<file path="src/rtl/imem_loader.sv">
// imem_loader: writer side of the program-load path into the cpu instruction memory.
// Accepts PROG_LEN instruction words over a valid/ready handshake and writes them to
// consecutive addresses from 0. The cpu is held in reset for the whole load. After the
// last write, the cpu is released to run the program.
//
// Ports
//   clk         system clock, rising edge
//   rst         asynchronous reset, active-low
//   start       one-cycle pulse that begins a load (honoured in IDLE and RUN only)
//   word_valid  source presents a word on word_data
//   word_data   instruction word from the source
//   word_ready  loader accepts word_data this cycle (registered state decode)
//   im_write    instruction-memory write enable, one cycle per accepted word
//   im_addr     instruction-memory write address
//   im_wdata    instruction-memory write data
//   cpu_rst     active-high reset to the cpu core
//   busy        load in progress (LOAD or RELEASE)
//   done        cpu is running a fully loaded program
//   word_count  words accepted in the current load (one bit wider than the address)
module imem_loader #(
  parameter int unsigned ADDR_W   = 6,
  parameter int unsigned DATA_W   = 16,
  parameter int unsigned PROG_LEN = 64  // legal range 1..2**ADDR_W
) (
  input  logic              clk,
  input  logic              rst,
  input  logic              start,
  input  logic              word_valid,
  input  logic [DATA_W-1:0] word_data,
  output logic              word_ready,
  output logic              im_write,
  output logic [ADDR_W-1:0] im_addr,
  output logic [DATA_W-1:0] im_wdata,
  output logic              cpu_rst,
  output logic              busy,
  output logic              done,
  output logic [ADDR_W:0]   word_count
);

  localparam int unsigned    LastWord = PROG_LEN - 1;
  localparam logic [ADDR_W:0] LastIdx = LastWord[ADDR_W:0];

  typedef enum logic [1:0] {StIdle, StLoad, StRelease, StRun} state_e;

  state_e state_q;

  always_ff @(posedge clk or negedge rst) begin
    if (!rst) begin
      state_q    <= StIdle;
      word_ready <= 1'b0;
      im_write   <= 1'b0;
      im_addr    <= '0;
      im_wdata   <= '0;
      cpu_rst    <= 1'b1;
      busy       <= 1'b0;
      done       <= 1'b0;
      word_count <= '0;
    end else begin
      im_write <= 1'b0;
      unique case (state_q)
        StIdle, StRun: begin
          if (start) begin
            state_q    <= StLoad;
            word_count <= '0;
            word_ready <= 1'b1;
            cpu_rst    <= 1'b1;
            busy       <= 1'b1;
            done       <= 1'b0;
          end
        end
        StLoad: begin
          if (word_valid && word_ready) begin
            // word_count before the increment is the address of this word, so
            // addresses stay contiguous however the source paces its words.
            im_write   <= 1'b1;
            im_addr    <= word_count[ADDR_W-1:0];
            im_wdata   <= word_data;
            word_count <= word_count + 1'b1;
            if (word_count == LastIdx) begin
              state_q    <= StRelease;
              word_ready <= 1'b0;
            end
          end
        end
        StRelease: begin
          // This cycle carries the write of the last word; release the cpu after it.
          state_q <= StRun;
          cpu_rst <= 1'b0;
          busy    <= 1'b0;
          done    <= 1'b1;
        end
        default: state_q <= StIdle;
      endcase
    end
  end

endmodule

</file>
<file path="config.mk">
export PLATFORM = sky130hd
export DESIGN_NAME = imem_loader
export DESIGN_NICKNAME = d
export VERILOG_FILES = /design/src/rtl/imem_loader.sv
export SDC_FILE = /design/constraint.sdc
export NUM_CORES = 1
export LEC_CHECK = 0
export CORE_ASPECT_RATIO = 0.9
export CORE_MARGIN = 10
export CORE_UTILIZATION = 48
export DETAILED_ROUTE_END_ITERATION = 8
export PLACE_DENSITY = 0.89
export SYNTH_ARGS = -nofsm -noshare
export SYNTH_HDL_FRONTEND = slang
export SYNTH_SLANG_ARGS = --single-unit
</file>
<file path="constraint.sdc">
create_clock -name clk -period 2.5 [get_ports clk]
set_input_delay 0.375 -clock clk [delete_from_list [all_inputs] [get_ports clk]]
set_output_delay 0.375 -clock clk [all_outputs]
set_load 0.005 [all_outputs]
</file>
# After elaboration in Yosys (flattened, before gate mapping)
# Index checks and enable logic that the tools add are counted.
# classes
addsub	1
n_eq_ne	7
muxes	16
reduce_logical	10
# ops
operator	n
7-bit 2-to-1 mux	2
7-bit one-hot mux with 2 select lines	1
7-bit by 1-bit adder with 7-bit output, second input constant	1
7-bit by 6-bit equality test with 1-bit output, second input constant	1
1-bit 2-to-1 mux	6
2-bit 2-to-1 mux	3
2-bit inequality test, second input constant	3
1-bit one-hot mux with 2 select lines	3
2-bit one-hot mux with 3 select lines	1
3-bit AND reduction	2
2-bit equality test, second input constant	2
2-bit AND reduction	2
4-bit AND reduction	1
2-bit nonzero test	2
2-bit by 1-bit equality test with 1-bit output, second input constant	1
2-bit zero test	1
2-bit OR reduction	1
1-bit logical AND	1
# word_totals
register_bits	36
output_inout_bits	34
elab_cells	43

# Depth between registers and ports, before layout
# depth
ltp_word	4
mapped_depth	7
depth_no_buf	7

# Worst setup path after synthesis
# Ideal clock, no wire load.
# synth_timing
path_kind	register -> register
start	register state_q[1]
end	register word_ready
setup_time_ps	124
arrival_time_ps	1403
required_time_ps	2376
slack_ps	973
path_stages_with_launch	7
path_buffers	0
path_cell_list	dfrtp_1 inv_1 ha_1 nand3_4 clkinv_2 o21ai_1 a211o_1
# synth_via
elab_chain_cells	4
word_cells_on_any_way	10
# synth_lines
element	line_no	text
start: declaration	45	state_e state_q;
start signal: assignment	49	state_q <= StIdle;
start signal: assignment	63	state_q <= StLoad;
start signal: assignment	80	state_q <= StRelease;
2-bit equality test or 2-bit zero test (tied branches)	60	unique case (state_q)
2-bit OR reduction	60	
2-bit inequality test (no source line) or 2-bit nonzero test (tied branches)	--	
4-bit AND reduction (no source line)	--	
end signal: assignment	50	word_ready <= 1'b0;
end signal: assignment	65	word_ready <= 1'b1;
end signal: assignment	81	word_ready <= 1'b0;
end: declaration	30	output logic word_ready,
# Several ways; a longest one is shown, not always the timed one.
# A chain may end at the register's enable or synchronous reset.

# Final worst setup path
# Ends and elaborated chain as after synthesis.

==> results by group <==
Die
  – Io pins: 54
  – Die width: between 80 and 90 um
  – Row Count: 19
  – Initial core utilization: around 51%
  – Die area: roughly 0.006 mm^2
  – Die H: 74.65 um
  – Placeable Area: 0.003114 mm^2

STA
  – Final hold violation count: 0
  – RSZ-0062 raised after global routing: no
  – Final setup fails: 0
  – Final Cycle Share: 77.14%
  – Slew Limit Fails: 0
  – Worst-case clock skew: 0.002047 ns
  – Rel. slew slack: 48.61%
  – Slew @ Worst Pin: 0.7709 ns
  – Setup TNS: 0 ns
  – Fmax achieved: 0.5185 GHz
  – Fin crit period: 1.929 ns

Synthesis
  – Mapped Cells: 164
  – Netlist Area Pre-Place: roughly 0.0016 mm^2
  – Synth cell types: 32
  – Post-synth EDFFs: 0
  – Primary FF master, synth: dfrtp_1
  – Post-synthesis sequential area ratio: 56.64%
  – Async SR Flop Fraction: 100.0%
  – Synth warn: 0
  – Syn avg cell area: 9.712 um^2
  – Yosys reg bits: 36
  – Mapped Nets: 188

Drt
  – Detail Route Antenna Nets: 0
  – DRT Pass-1 Iters: 5
  – Routed via count: 1259
  – DRC viols: 0
  – Vias/cell: 4.769
  – Final WL: 3681 um
  – DR iter-0 viols: 52
  – WL/cell: ~14 um

Clock tree
  – Postcts setup bufs: 0
  – Clock Latency Late Sink: 0.28 ns
  – CTS tree: yes
  – H-tree depth: 2
  – CTS Hold Bufs: 0
  – CTS sink count: 36
  – Clock root buffer: clkbuf_8
  – Total CTS buffers: 5
  – Worst-path clk slew: 0.07 ns
  – Cts repair resizes: 0
  – Clock tree buffer depth: 2

Layout
  – Cell area after layout: 0.002251 mm^2
  – Layout cell share with drive strength beyond 1: 6.757%
  – Fillers: 230
  – Ant diodes: 0
  – Final #Nets: roughly 250
  – Synthesis-to-layout area growth: 41.32%

Worst setup path
  – CP arrival: 2.09 ns
  – Crit. End Element: register
  – Max Fanout on Critical Path: 25
  – Worst path required time: 2.66 ns
  – CP Launch Type: register
  – Worst setup path class: register to register

Global route
  – Number of global-route vias before repair: about 1200
  – Initial antenna violation count: 0
  – Grt total ovfl: 0
  – Pin count of the biggest net entering global routing: 37
  – Global-route wire length before repair: a little under 6000 um
  – Total GRT Usage: between 10% and 20%

Run status
  – Status: finished clean

Run
  – Max cap viols: 0

Placement
  – Post-DP HPWL: 2850 um
  – IO buf count: 53
  – Gp weighted congestion: 0.8691
  – Placed cell areas: 0.002161 mm^2

Hold path
  – HP Class: input port to async pin

Power and ir drop
  – Total power per unit cell area: 1023 mW/mm^2
  – Pleak: 0.001081 uW
  – Worst VDD drop: around 760 uV
## placed cells by master, fill, tap and decap left out, types with 2 or more instances in the layout
cell,Yosys,layout
dfrtp_1,35,35
nor2b_1,2,2
inv_1,5,5
ha_1,4,4
o21ai_1,2,2
nor2_1,7,7
xor2_1,2,2
o211ai_1,2,2
clkbuf_1,2,2
nand3_4,2,2
o21a_1,2,2
clkdlybuf4s50_1,0,52
o21ai_0,6,6
nand2_1,71,71
clkbuf_8,0,6
xnor2_1,2,2
a21oi_1,2,2
## logic make-up after synthesis
family / count (synthesis) / synth area share (%)
adders and majority gates: 4 / 3.142
and+or+nand+nor: 89 / 24.98
xor gates and xnor gates: 4 / 2.200
AOI/OAI and AO/OA: 21 / 10.45
DFF: 36 / 56.64
buffers and inverters: 10 / 2.592
## layout make-up
type | instances | area, um^2 | share of cell area [%]
inverters | 6 | 23.77 | 1.056
multi-input cells | 118 | 649.4 | 28.85
well taps | 42 | 52.55 | 2.335
clock buffers | 8 | 90.09 | 4.002
repair buffers | 54 | 533.0 | 23.68
flip-flops and latches | 36 | 902.1 | 40.08
## sequential cells by signal, indices dropped and copies added (netlist names)
name and count:
im_addr 6, word_ready 1, cpu_rst 1, im_write 1
busy 1, word_count 7, done 1, im_wdata 16
state_q 2
## final timing paths
path	from	depth (start not counted)	to	slack [ns]
min	rst	1	im_addr[5]	0.17
max	state_q[1]	6	word_ready	0.57
max in group asynchronous	rst	1	im_wdata[1]	1.84
min reg2reg	im_wdata[0]	2	im_wdata[0]	0.47
min in group clk	im_wdata[0]	2	im_wdata[0]	0.47
max reg2reg	state_q[1]	6	word_ready	0.57
## stage by stage
stage	utilization, %	hold slack [ns]	power, uW	worst slack (ns)	instances
finish	72.28	0.1728	2303	0.5714	264
floorplan	-	0.07941	1391	0.9732	164
detailed placement	69.39	0.4614	1921	0.4800	256
global placement	69.39	0.4572	1892	0.5340	256
global route	72.28	0.2206	2484	0.3825	264
CTS	72.28	0.1825	2336	0.5616	264
## routing by layer
layer  GRT usage, %  wire length [um]  vias to the layer above
met5              0                 0                        -
met4          3.647                16                        0
met3          5.000               290                        4
met2          20.05              1713                       37
met1          14.65              1661                      573
li1               -                 -                      645
## synthesized netlist by cell type, drive strengths merged, types with 2 or more instances
cell type	n	share of area, %
nor2b	2	0.79
ha	4	3.1
buf	2	0.63
xnor2	2	1.1
nor2	7	1.6
o21a	2	0.94
xor2	2	1.1
inv	5	1.2
nand3	3	2.5
a21oi	2	0.63
dfrtp	35	55
o41ai	2	2.7
clkbuf	2	0.47
nand2	71	17
o211ai	2	0.94
o21ai	8	2.5
## worst max-delay path, stage by stage, from the launching register on
cell	delay, ns
dfrtp_1	0.38
inv_1	0.09
ha_1	0.32
nand3_4	0.32
clkinv_2	0.23
o21ai_1	0.14
a211o_1	0.32
## where the power goes
group	switching, uW	internal (uW)
registers	134	784
logic	450	526
clock network	186	224
total	769	1530
No activity file was read; power rests on OpenSTA's default activity.
